==> config.mk <==
export PLATFORM = sky130hd
export DESIGN_NAME = pulse_emitter
export DESIGN_NICKNAME = d
export VERILOG_FILES = /design/src/rtl/pulse_pkg.sv /design/src/rtl/phase_timer.sv /design/src/rtl/pulse_emitter.sv
export SDC_FILE = /design/constraint.sdc
export NUM_CORES = 1
export LEC_CHECK = 0
export ABC_CLOCK_PERIOD_IN_PS = 2860
export BUFFER_PORTS_ARGS = -buffer_cell sky130_fd_sc_hd__buf_2
export CAP_MARGIN = 10
export CORE_ASPECT_RATIO = 1.1
export CORE_MARGIN = 1.5
export CORE_UTILIZATION = 30
export CTS_CLUSTER_DIAMETER = 40
export DETAILED_ROUTE_END_ITERATION = 6
export GPL_TIMING_DRIVEN = 0
export PLACE_DENSITY = 0.5
export SLEW_MARGIN = 0
export SYNTH_ARGS = -nofsm -noshare
export SYNTH_HDL_FRONTEND = slang
export SYNTH_SLANG_ARGS = --single-unit
==> constraint.sdc <==
create_clock -name clk -period 2.86 [get_ports clk]
set_input_delay 0.286 -clock clk [delete_from_list [all_inputs] [get_ports clk]]
set_output_delay 0.286 -clock clk [all_outputs]
set_load 0.01 [all_outputs]
==> src/rtl/pulse_pkg.sv <==
// pulse_pkg: shared types and defaults for the pulse emitter
//   emitter_state_t : burst FSM states
//   pulse_cfg_t     : latched burst configuration {width, period, count}
package pulse_pkg;
    localparam int CNT_W_DEF = 16;
    localparam int TS_W_DEF  = 32;

    typedef enum logic [1:0] {
        IDLE,
        HIGH,
        LOW,
        DONE
    } emitter_state_t;

    typedef struct packed {
        logic [CNT_W_DEF-1:0] width;
        logic [CNT_W_DEF-1:0] period;
        logic [CNT_W_DEF-1:0] count;
    } pulse_cfg_t;
endpackage

==> src/rtl/phase_timer.sv <==
// phase_timer: loadable down-counter timing one pulse phase
//   clk, rst_n : clock, async active-low reset
//   load       : load load_val (takes priority over en)
//   en         : count down while the phase runs
//   load_val   : phase length in cycles (>= 1)
//   tc         : high during the last cycle of the phase (count == 1)
module phase_timer #(
    parameter int CNT_W = 16
) (
    input  logic             clk,
    input  logic             rst_n,
    input  logic             load,
    input  logic             en,
    input  logic [CNT_W-1:0] load_val,
    output logic             tc
);
    logic [CNT_W-1:0] cnt;

    always_ff @(posedge clk or negedge rst_n)
        if (!rst_n)
            cnt <= '0;
        else if (load)
            cnt <= load_val;
        else if (en && cnt != '0)
            cnt <= cnt - 1'b1;

    assign tc = cnt == CNT_W'(1);
endmodule

==> src/rtl/pulse_emitter.sv <==
// pulse_emitter: programmable burst pulse transmitter for loopback latency checks
//   clk, rst_n       : clock, async active-low reset
//   start, stop      : burst start / stop-request strobes
//   cfg_width/period/count : high time, period, pulses per burst (0 = until stop)
//   pulse_out        : registered pulse output
//   busy, done       : burst in progress / one-cycle end-of-burst strobe
//   pulse_idx        : pulses started in the current burst
//   ts_value/ts_valid: rising-edge timestamp; live only with PULSE_EMITTER_TIMESTAMP_EN
module pulse_emitter
    import pulse_pkg::*;
#(
    parameter int CNT_W = CNT_W_DEF,
    parameter int TS_W  = TS_W_DEF
) (
    input  logic             clk,
    input  logic             rst_n,
    input  logic             start,
    input  logic             stop,
    input  logic [CNT_W-1:0] cfg_width,
    input  logic [CNT_W-1:0] cfg_period,
    input  logic [CNT_W-1:0] cfg_count,
    output logic             pulse_out,
    output logic             busy,
    output logic             done,
    output logic [CNT_W-1:0] pulse_idx,
    output logic [TS_W-1:0]  ts_value,
    output logic             ts_valid
);
    emitter_state_t   state, state_nx;
    pulse_cfg_t       sh;
    logic             stop_pend, accept, tc, load, last;
    logic [CNT_W-1:0] w_s, low_s, load_val;

    // sh.period holds the low-phase length P-W; P > W always, so no overflow
    assign w_s    = cfg_width == '0 ? CNT_W'(1) : cfg_width;
    assign low_s  = cfg_period > w_s ? cfg_period - w_s : CNT_W'(1);
    assign accept = state == IDLE && start;
    assign last   = (sh.count != '0 && pulse_idx == sh.count) || stop_pend || stop;

    always_comb begin
        state_nx = state;
        case (state)
            IDLE:    state_nx = start ? HIGH : IDLE;
            HIGH:    state_nx = tc ? LOW : HIGH;
            LOW:     state_nx = tc ? (last ? DONE : HIGH) : LOW;
            default: state_nx = IDLE;
        endcase
    end

    always_ff @(posedge clk or negedge rst_n)
        if (!rst_n)
            state <= IDLE;
        else
            state <= state_nx;

    assign load     = accept || (state == HIGH && tc) || (state == LOW && state_nx == HIGH);
    assign load_val = accept ? w_s : (state == HIGH ? sh.period : sh.width);

    phase_timer #(.CNT_W(CNT_W)) u_timer (
        .clk      (clk),
        .rst_n    (rst_n),
        .load     (load),
        .en       (state == HIGH || state == LOW),
        .load_val (load_val),
        .tc       (tc)
    );

    always_ff @(posedge clk or negedge rst_n)
        if (!rst_n) begin
            sh        <= '0;
            stop_pend <= 1'b0;
            pulse_out <= 1'b0;
            busy      <= 1'b0;
            done      <= 1'b0;
            pulse_idx <= '0;
        end else begin
            pulse_out <= state_nx == HIGH;
            busy      <= state_nx == HIGH || state_nx == LOW;
            done      <= state_nx == DONE;
            if (accept) begin
                sh        <= '{w_s, low_s, cfg_count};
                pulse_idx <= CNT_W'(1);
            end else if (state == LOW && state_nx == HIGH)
                pulse_idx <= pulse_idx + 1'b1;
            stop_pend <= state == IDLE ? 1'b0 : stop_pend | (stop && (state == HIGH || state == LOW));
        end

`ifdef PULSE_EMITTER_TIMESTAMP_EN
    logic [TS_W-1:0] ts_cnt;
    logic            rise;

    assign rise = state_nx == HIGH && state != HIGH;

    // ts_value is the counter value of the first cycle pulse_out reads 1
    always_ff @(posedge clk or negedge rst_n)
        if (!rst_n) begin
            ts_cnt   <= '0;
            ts_value <= '0;
            ts_valid <= 1'b0;
        end else begin
            ts_cnt   <= ts_cnt + 1'b1;
            ts_valid <= rise;
            if (rise)
                ts_value <= ts_cnt + 1'b1;
        end
`else
    assign ts_value = '0;
    assign ts_valid = 1'b0;
`endif
endmodule

==> flow_metrics.env, run 1 <==
export IMPL_grt_use_total=0.1482
export IMPL_cts_htree_levels=3
export IMPL_tightest_slew_ps=588.9
export IMPL_synthArstFlopShare=1.000
export IMPL_critPathMaxFanout=6
export IMPL_die_w_um=130.1
export IMPL_top_usage_layer="met2"
export IMPL_hold_viol_final=0
export IMPL_grt_pass1_vias=4359
export IMPL_drtAntennaViolNets=0
export IMPL_min_path_type="in -> reg"
export IMPL_cts_path_max_buffers=2
export IMPL_period_share=0.9817
export IMPL_dpl_hpwl_um=10480
export IMPL_skew_ps=7.530
export IMPL_antenna_cells=0
export IMPL_ir_drop_uv=334.0
export IMPL_antenna_found_initial=0
export IMPL_ys_warn_count=0
export IMPL_critPathKind="reg -> reg"
export IMPL_final_common_cell="nand2_1"
export IMPL_clockRootBuffer="clkbuf_16"
export IMPL_syn_inst=604
export IMPL_p_sw_mw=1.643
export IMPL_overflow=0
export IMPL_worst_ep_arrival_time_ps=3020
export IMPL_io_buffers=70
export IMPL_cp_top_family="simple AND/OR/NAND/NOR gates"
export IMPL_period_minus_slack_ps=2808
export IMPL_max_cap_violations=0
export IMPL_fill_cells=1778
export IMPL_synth_edf_count=0
export IMPL_viasPerCell=4.537
export IMPL_grt_first_pass_wirelength_um=21500
export IMPL_multi_input_area_um2=2950
export IMPL_grtUsageMet2=0.2535
export IMPL_yosysUniqueCellTypes=49
export IMPL_power_mw=4.846
export IMPL_drc=0
export IMPL_num_rows=50
export IMPL_yosys_most_used_dff="dfrtp_1"
export IMPL_ys_ff_latch=86
export IMPL_drtPass1Iterations=4
export IMPL_internal_power_mw=3.203
export IMPL_ios=104
export IMPL_met1_usage=0.1895
export IMPL_slew_viol_final=0
export IMPL_grt_use_met3=0.02735
export IMPL_yosysSeqAreaShare=0.4035
export IMPL_pwr_share_clk=0.275
export IMPL_final_nets=808
export IMPL_timing_critical_path_buf_inv=0
export IMPL_p_comb_frac=0.323
export IMPL_place_congestion=0.8834
export IMPL_max_freq_mhz=356.2
export IMPL_cp_slowest_cell="or3_4"
export IMPL_layout_common_cells="nand2_1 (134), dfrtp_1 (83), buf_2 (70)"
export IMPL_grt_max_degree=68
export IMPL_rsz0062_at_grt="yes"
export IMPL_core_um2=17200
export IMPL_drt_wl_total_um=13510
export IMPL_seq_power_share=0.402
export IMPL_vias=4374
export IMPL_syn_avg_cell_area_um2=8.831
export IMPL_dieArea_um2=18590
export IMPL_power_density_nw_per_um2=730.1
export IMPL_area_delta_synth_final_pct=24.44
export IMPL_crit_chain="or3_4 -> nor4_4 -> and4_4 -> o311ai_2 -> nand2_1 -> a21o_1 -> ha_4 -> and3_4 -> nand3_4 -> nor3_4 -> nand3_1 -> xor2_1 -> nor2_1"
export IMPL_drt_initial_drc_count=231
export IMPL_place_ws_ps=-444.6
export IMPL_critPathMaxStageDelay_ps=410
export IMPL_slew_headroom=0.6074
export IMPL_fin_ws_ps=52.33
export IMPL_critical_path_endpoint_type="register"
export IMPL_cts_inserted_buffers=9
export IMPL_layout_drive_gt1_share=0.2192
export IMPL_cp_data_required_time_ps=3070
export IMPL_clkSlewWorstSetupHoldPaths_ps=70
export IMPL_critPathLaunchType="register"
export IMPL_syn_area_um2=5334
export IMPL_status="completed"
export IMPL_die_y_um=142.8
export IMPL_setup_viol=0
export IMPL_wl_per_cell_um=14.02
export IMPL_cts_sinks=86
export IMPL_tritoncts="built"
export IMPL_initial_core_util=0.3100
export IMPL_leakagePower_nw=3.319
export IMPL_clk_latency_ps=340
export IMPL_switching_share=0.3390
export IMPL_seq_area_um2=2156
## power groups by stage
| stage | sequential [mW] | combinational [mW] | clock [mW] |
|---|---|---|---|
| after floorplan | 1.89 | 1.14 | 0 |
| after global placement | 1.95 | 1.44 | 0 |
| after detailed placement | 1.97 | 1.48 | 0 |
| after CTS | 1.94 | 1.56 | 1.37 |
| after global routing | 2.00 | 1.78 | 1.41 |
| final | 1.95 | 1.57 | 1.33 |
## layout make-up
class | count | share of cell area
sequential | 86 | 0.3248
buffer | 54 | 0.05278
clock inverter | 5 | 0.01621
tap | 234 | 0.04411
clock buffer | 9 | 0.03393
multi-input combinational | 469 | 0.4445
timing repair buffer | 81 | 0.06899
inverter | 26 | 0.01470
## state kept, by name, indices dropped and copies added (netlist names)
| signal | flops |
|---|---|
| busy | 1 |
| pulse_idx | 16 |
| pulse_out | 1 |
| u_timer.cnt | 16 |
| done | 1 |
| stop_pend | 1 |
| state | 2 |
| sh | 48 |
## metal layers
metal,part of all wire,vias up
met5,0,-
met4,0.015,0
met3,0.036,11
met2,0.49,86
met1,0.46,2047
li1,-,2230
## cell families after synthesis
group | Yosys count | share of synthesized area
multiplexers | 17 | 0.03214
XOR/XNOR | 54 | 0.08867
flip-flops | 86 | 0.4035
other | 1 | 0.0007031
adder cells (fa/ha/maj) | 29 | 0.06944
AND/OR/NAND/NOR | 229 | 0.1947
buffers and inverters | 81 | 0.08233
AO/OA/AOI/OAI | 107 | 0.1285
## worst paths after layout
check | start | endpoint | slack (ps) | cells after the start
worst max-delay path | u_timer.cnt[2] | pulse_idx[15] | 50 | 13
worst min-delay path | cfg_count[13] | sh[13] | 130 | 3
worst max register to register | u_timer.cnt[2] | pulse_idx[15] | 50 | 13
worst min register to register | sh[43] | sh[43] | 480 | 2
max in group asynchronous | rst_n | u_timer.cnt[12] | 1850 | 3
min in group asynchronous | rst_n | pulse_idx[8] | 370 | 2
## cell usage after synthesis, drive strengths merged, types with 2 or more instances
library cell,instances,share of area
a211oi,4,0.0056
a21o,6,0.0084
a21oi,26,0.025
a22o,12,0.020
a32o,3,0.0056
and2,3,0.0035
and3,3,0.0035
and4,2,0.0035
buf,38,0.052
clkbuf,17,0.012
dfrtp,86,0.40
ha,28,0.066
inv,26,0.018
mux2i,16,0.030
nand2,134,0.094
nand2b,3,0.0035
nand3,11,0.010
nand4,12,0.014
nor2,33,0.023
nor2b,2,0.0023
nor3,6,0.0077
nor4,11,0.016
o211ai,2,0.0028
o21a,4,0.0056
o21ai,41,0.041
o21bai,2,0.0028
o41ai,2,0.0033
or3,6,0.0080
xnor2,24,0.039
xor2,30,0.049
## worst register-to-register path, stage by stage (launching register included)
cell and delay, ps:
dfrtp_1 380, or3_4 410, nor4_4 180, and4_4 300, o311ai_2 100, nand2_1 100
a21o_1 160, ha_4 180, and3_4 210, nand3_4 100, nor3_4 240, nand3_1 130
xor2_1 150, nor2_1 60
## what timing repair did
| item | 4_1_cts | 5_1_grt |
|---|---|---|
| hold buffers | 1 | 0 |
| gates resized for setup | 16 | 11 |
| pin swaps | 11 | 9 |
| setup buffers | 7 | 2 |
| setup endpoints to repair | 28 | 35 |
| hold endpoints to repair | 19 | 0 |
## stage by stage
stage                       util  instances  setup TNS (ps)  hold WS (ps)  instance area [µm²]
after floorplan                -        636               0        -9.591                 5460
after global placement    0.3548        940           -6239         456.3                 6103
after detailed placement  0.3565        941           -6575         198.5                 6133
after CTS                 0.3833        963          -78.72         121.1                 6595
after global routing      0.3858        964          -394.2         140.3                 6638
final                     0.3858        964               0         128.8                 6638
(Power assumes the default switching activity.)
==> run 2: changes to the inputs <==
--- a/config.mk
+++ b/config.mk
@@ -18,4 +18,5 @@
 export SLEW_MARGIN = 0
 export SYNTH_ARGS = -nofsm -noshare
 export SYNTH_HDL_FRONTEND = slang
+export SYNTH_HIERARCHICAL = 1
 export SYNTH_SLANG_ARGS = --single-unit
==> run 2 against run 1 <==
The run now ends with setup timing left. Synthesized area up 3.4%. Final cell count is 5.3% higher. Non-clock buffer count grew 21. Clock skew grew 4.3 ps. Critical endpoint is now u_timer/cnt[6]. Highest routed layer unchanged.
==> flow_metrics.env, run 2 <==
export IMPL_place_area_um2=6341
export IMPL_critPathLaunch="u_timer/cnt[12]"
export IMPL_viasPerCell=4.910
export IMPL_yosysSeqAreaShare=0.3904
export IMPL_synth_top_family_by_area="simple AND/OR/NAND/NOR gates"
export IMPL_critical_path_endpoint_type="register"
export IMPL_clkSlewWorstSetupHoldPaths_ps=70
export IMPL_tightest_slew_ps=744.7
export IMPL_reg2reg_slack_ps=-340
export IMPL_final_common_cell="nand2_1"
export IMPL_synth_edf_count=0
export IMPL_yosysTopAreaCell="dfrtp_1"
export IMPL_synth_top_area_frac=0.3904
export IMPL_cp_data_required_time_ps=3080
export IMPL_drtAntennaViolNets=0
export IMPL_setup_viol=29
export IMPL_period_share=1.118
export IMPL_place_ws_ps=-691.9
export IMPL_rsz0062_at_grt="yes"
export IMPL_synth_most_common_cell="nand2_1"
export IMPL_final_nets=852
export IMPL_num_rows=51
export IMPL_timing_critical_path_buf_inv=4
export IMPL_cts_path_max_buffers=2
export IMPL_area_delta_synth_final_pct=30.44
export IMPL_vias=4984
export IMPL_timing_rr_start="u_timer/cnt[12]"
export IMPL_drtPass1Iterations=5
export IMPL_worstReg2RegEnd="u_timer/cnt[6]"
export IMPL_slew_headroom=0.4990
export IMPL_yosys_top_cells_count="nand2_1 (124), dfrtp_1 (86), nor2_1 (42)"
export IMPL_drt_initial_drc_count=209
export IMPL_yosys_area_share_simple=0.2108
export IMPL_drt_wl_total_um=15840
export IMPL_worst_ep_arrival_time_ps=3420
export IMPL_clockRootBuffer="clkbuf_16"
export IMPL_grt_first_pass_wirelength_um=25340
export IMPL_synth_compound_area_frac=0.1537
export IMPL_skew_ps=11.78
export IMPL_critPathMaxFanout=5
export IMPL_drc=0
export IMPL_holdPathEnd="sh[11]"
export IMPL_die_w_um=132.3
export IMPL_syn_avg_cell_area_um2=8.750
export IMPL_layout_drive_gt1_share=0.2728
export IMPL_synth_xor_area_share=0.06355
export IMPL_fin_ws_ps=-338.8
export IMPL_whs_path_depth=3
export IMPL_initial_core_util=0.3085
export IMPL_regMostFlops="sh"
export IMPL_violations="setup timing"
export IMPL_ios=104
export IMPL_fin_util=0.4025
export IMPL_synthArstFlopShare=1.000
export IMPL_top_regs="sh x48, pulse_idx x16, u_timer/cnt x16"
export IMPL_power_mw=4.562
export IMPL_grt_pass1_vias=4903
export IMPL_synth_area_leaders="dfrtp_1 (39%), nand2_1 (8.4%), ha_1 (6.1%)"
export IMPL_power_density_nw_per_um2=634.4
export IMPL_place_congestion=0.8857
export IMPL_cts_htree_levels=3
export IMPL_critPathKind="reg -> reg"
export IMPL_antenna_found_initial=0
export IMPL_tns_ps=-7373
export IMPL_final_area_um2=7191
export IMPL_cts_inserted_buffers=9
export IMPL_die_y_um=145.2
export IMPL_max_freq_mhz=312.6
export IMPL_hold_viol_final=0
export IMPL_antenna_cells=0
export IMPL_critPathMaxStageDelay_ps=540
export IMPL_ir_drop_uv=317.8
export IMPL_overflow=0
export IMPL_yosysUniqueCellTypes=66
export IMPL_cts_sinks=86
export IMPL_finalNonFillerCells=1015
export IMPL_leakagePower_nw=3.526
export IMPL_crit_chain="or4_4 -> or3_4 -> nor2_4 -> buf_6 -> buf_6 -> nand2_4 -> a21o_1 -> ha_4 -> buf_4 -> nand2_4 -> nand3_4 -> buf_8 -> nand2_1 -> o21ai_1 -> a31oi_1 -> o31ai_1"
export IMPL_clk_latency_ps=350
export IMPL_syn_inst=630
export IMPL_status="finished with violations"
export IMPL_critPathLaunchType="register"
export IMPL_syn_area_um2=5513
export IMPL_cp_top_family="simple AND/OR/NAND/NOR gates"
export IMPL_core_um2=17870
export IMPL_ys_ff_latch=86
export IMPL_grt_max_degree=58
export IMPL_slew_viol_final=0
export IMPL_min_path_type="in -> reg"
export IMPL_tritoncts="built"
export IMPL_layout_common_cells="nand2_1 (118), dfrtp_1 (84), buf_2 (71)"
export IMPL_io_buffers=70
export IMPL_largest_reg_flops=48
export IMPL_whs_ps=118.8
export IMPL_dieArea_um2=19200
export IMPL_muxShareOfSynthArea=0.02905
export IMPL_post_place_cells=971
export IMPL_yosys_area_share_adder=0.06491
export IMPL_ys_warn_count=6
export IMPL_dpl_hpwl_um=11730
export IMPL_r2r_cells=16
export IMPL_max_cap_violations=0
export IMPL_wl_per_cell_um=15.60
export IMPL_yosys_most_used_dff="dfrtp_1"
export IMPL_min_from="cfg_count[11]"
export IMPL_grt_use_total=0.1667
export IMPL_cp_slowest_cell="or4_4"
export IMPL_period_minus_slack_ps=3199
-- run 2: changes by cell type in the layout (fill, tap and decap cells not counted), sizes merged, moves of 6 or more --
| cell | previous run | this run |
|---|---|---|
| a31oi | 1 | 7 |
| xor2 | 30 | 21 |
| nand2 | 134 | 124 |
| nor2 | 33 | 42 |
| or4 | 1 | 7 |
| o21ai | 41 | 32 |
| buf | 117 | 140 |
-- run 2: timing repair --
| action | 4_1_cts | 5_1_grt |
|---|---|---|
| endpoints found under the setup margin | 36 | 32 |
| gates resized for setup | 38 | 40 |
| hold buffers | 1 | 0 |
| endpoints found under the hold margin | 29 | 0 |
| setup buffers | 21 | 8 |
| gates cloned | 1 | 2 |
| pin swaps | 25 | 26 |
-- run 2: logic make-up after synthesis --
kind of cell / Yosys count
flip-flops: 86
XOR/XNOR: 40
multiplexers: 16
adder cells (fa/ha/maj): 28
AO/OA/AOI/OAI: 123
buffers and inverters: 89
AND/OR/NAND/NOR: 247
other: 1
-- run 2: how the worst max path moves through the flow --
stage / end / depth (start not counted)
6_report: u_timer/cnt[6] / 16
5_1_grt: pulse_idx[10] / 14
4_1_cts: pulse_idx[15] / 14
3_5_place_dp: pulse_idx[15] / 14
3_3_place_gp: pulse_idx[15] / 14
2_1_floorplan: pulse_idx[9] / 15
-- run 2: worst register-to-register path: stages, from the launching register on --
cell	delay [ps]
dfrtp_2	420
or4_4	540
or3_4	420
nor2_4	140
buf_6	110
buf_6	80
nand2_4	40
a21o_1	230
ha_4	180
buf_4	140
nand2_4	70
nand3_4	120
buf_8	210
nand2_1	50
o21ai_1	60
a31oi_1	150
o31ai_1	90
-- run 2: where the power goes --
group / total [mW] / internal (mW) / switching, mW
clock: 1.19 / 0.683 / 0.511
combinational: 1.50 / 0.697 / 0.799
sequential: 1.87 / 1.57 / 0.307
-- run 2: layout make-up --
type                    instances  area (µm²)
inverters                      32       132.6
fillers                      1817       10680
repair buffers                102       669.4
flip-flops and latches         86        2155
plain buffers                  54       390.4
clock inverters                 6       68.82
clock buffers                  10       229.0
multi-input cells             487        3248
well taps                     238       297.8
-- run 2: routing by layer --
metal,global-route usage,wire (µm)
met5,0,0
met4,0.06978,351
met3,0.02341,728
met2,0.2859,7812
met1,0.2092,6943
==> run 3: changes to the inputs <==
--- a/config.mk
+++ b/config.mk
@@ -15,6 +15,7 @@
 export DETAILED_ROUTE_END_ITERATION = 6
 export GPL_TIMING_DRIVEN = 0
 export PLACE_DENSITY = 0.5
+export SKIP_CTS_REPAIR_TIMING = 1
 export SLEW_MARGIN = 0
 export SYNTH_ARGS = -nofsm -noshare
 export SYNTH_HDL_FRONTEND = slang
==> run 3 against run 2 <==
The flow still finishes with violations (setup timing). Global-route usage fell by 0.60 points. Register-to-register slack got worse by 120 ps. Combinational power decreased by 13%. Final cell count shrank 1.4%. Sequential share of layout area rose by 1.3 points. First-iteration DRC count rose by 37%. Via count decreased by 2.1%. Die area is the same. Routed wire length decreased by 3.4%. Largest power group unchanged.
==> flow_metrics.env, run 3 (synthesis results as in run 2) <==
export IMPL_status="finished with violations"
export IMPL_violations="setup timing"
export IMPL_seq_area_um2=2153
export IMPL_internal_power_mw=2.852
export IMPL_grt_max_degree=58
export IMPL_antenna_found_initial=0
export IMPL_period_share=1.161
export IMPL_grt_use_total=0.1607
export IMPL_fill_cells=1848
export IMPL_critPathKind="reg -> reg"
export IMPL_critPathMaxFanout=6
export IMPL_power_density_nw_per_um2=638.2
export IMPL_critPathLaunchType="register"
export IMPL_num_rows=51
export IMPL_viasPerCell=4.874
export IMPL_clkSlewWorstSetupHoldPaths_ps=70
export IMPL_cp_data_required_time_ps=3070
export IMPL_largest_reg_flops=48
export IMPL_cts_inserted_buffers=9
export IMPL_die_y_um=145.2
export IMPL_max_cap_violations=0
export IMPL_pwr_share_clk=0.272
export IMPL_final_nets=838
export IMPL_area_delta_synth_final_pct=24.99
export IMPL_ios=104
export IMPL_switching_share=0.3514
export IMPL_place_congestion=0.8857
export IMPL_clockRootBuffer="clkbuf_16"
export IMPL_dieArea_um2=19200
export IMPL_core_um2=17870
export IMPL_drc=0
export IMPL_antenna_cells=0
export IMPL_layout_common_cells="nand2_1 (122), dfrtp_1 (85), buf_2 (71)"
export IMPL_tritoncts="built"
export IMPL_grt_pass1_vias=4730
export IMPL_clk_latency_ps=350
export IMPL_hold_viol_final=0
export IMPL_rsz0062_at_grt="yes"
export IMPL_fin_ws_ps=-461.3
export IMPL_cts_path_max_buffers=2
export IMPL_die_w_um=132.3
export IMPL_whs_ps=122.4
export IMPL_wl_per_cell_um=15.28
export IMPL_dpl_hpwl_um=11730
export IMPL_drtPass1Iterations=5
export IMPL_regMostFlops="sh"
export IMPL_top_regs="sh x48, pulse_idx x16, u_timer/cnt x16"
export IMPL_drt_wl_total_um=15300
export IMPL_p_sw_mw=1.545
export IMPL_period_minus_slack_ps=3321
export IMPL_overflow=0
export IMPL_grt_first_pass_wirelength_um=24430
export IMPL_cts_htree_levels=3
export IMPL_initial_core_util=0.3085
export IMPL_ir_drop_uv=318.8
export IMPL_place_area_um2=6341
export IMPL_seq_power_share=0.430
export IMPL_slew_viol_final=0
export IMPL_min_path_type="in -> reg"
export IMPL_multi_input_area_um2=3117
export IMPL_r2r_cells=15
export IMPL_critical_path_endpoint_type="register"
export IMPL_drtAntennaViolNets=0
export IMPL_layout_drive_gt1_share=0.2359
export IMPL_tightest_slew_ps=649.8
export IMPL_final_common_cell="nand2_1"
export IMPL_whs_path_depth=3
export IMPL_cts_sinks=86
export IMPL_p_comb_frac=0.298
export IMPL_max_freq_mhz=301.1
export IMPL_final_area_um2=6890
export IMPL_skew_ps=10.95
export IMPL_io_buffers=70
export IMPL_slew_headroom=0.5668
export IMPL_worst_ep_arrival_time_ps=3530
export IMPL_setup_viol=29
export IMPL_place_ws_ps=-691.9
export IMPL_leakagePower_nw=3.397
export IMPL_drt_initial_drc_count=287
export IMPL_vias=4879
-- run 3: changes by cell type in the layout (fill, tap and decap cells not counted), moves of 3 or more --
cell / before / now
buf_4: 53 / 46
o21ai_0: 25 / 29
nand2_4: 3 / 0
nor2_1: 34 / 37
buf_6: 10 / 6
nand2_1: 118 / 122
-- run 3: power by group through the flow --
stage | combinational, mW | sequential (mW) | clock (mW)
after floorplan | 0.953 | 1.80 | 0
after global placement | 1.23 | 1.89 | 0
after detailed placement | 1.26 | 1.90 | 0
after CTS | 1.27 | 1.88 | 1.23
after global routing | 1.47 | 1.93 | 1.28
final | 1.31 | 1.89 | 1.20
-- run 3: final timing paths --
path / from / end / slack, ps
max: u_timer/cnt[4] / pulse_idx[15] / -460
min: cfg_count[11] / sh[11] / 120
max reg2reg: u_timer/cnt[4] / pulse_idx[15] / -460
min reg2reg: sh[34] / sh[34] / 470
max in group asynchronous: rst_n / u_timer/cnt[4] / 1800
min in group asynchronous: rst_n / pulse_idx[14] / 400
-- run 3: stage by stage --
step	cells	util	power [mW]	TNS, ps
after floorplan	662	-	2.753	-1148
after detailed placement	971	0.3549	3.163	-16890
after global placement	970	0.3532	3.122	-17050
after global routing	1001	0.3856	4.681	-10860
after CTS	987	0.3716	4.373	-13010
final	1001	0.3856	4.397	-6633
-- run 3: area by class of cell --
type	count	share of cell area
Clock inverter	6	0.009987
Multi-Input combinational cell	487	0.4523
Clock buffer	10	0.03323
Sequential cell	86	0.3125
Tap cell	238	0.04322
Inverter	32	0.01780
Timing Repair Buffer	87	0.07663
Buffer	55	0.05429
-- run 3: metal layers --
metal | wire length, µm | vias to the layer above | track usage | part of all wire
li1 | - | 2385 | - | -
met1 | 6898 | 2352 | 0.2018 | 0.45
met2 | 7601 | 126 | 0.2749 | 0.50
met3 | 561 | 16 | 0.02376 | 0.037
met4 | 235 | 0 | 0.06648 | 0.015
met5 | 0 | - | 0 | 0
-- run 3: worst max-delay path: stages (launching register included) --
cell and delay (ps):
dfrtp_2 440, or4_4 540, or3_4 430, nor2_4 160
nand2_2 60, o21ai_2 150, a21o_1 190, ha_4 160
and2_4 130, buf_6 100, nand4_1 110, buf_6 160
nor3_4 240, nand3_2 110, xor2_1 140, nor2_1 60
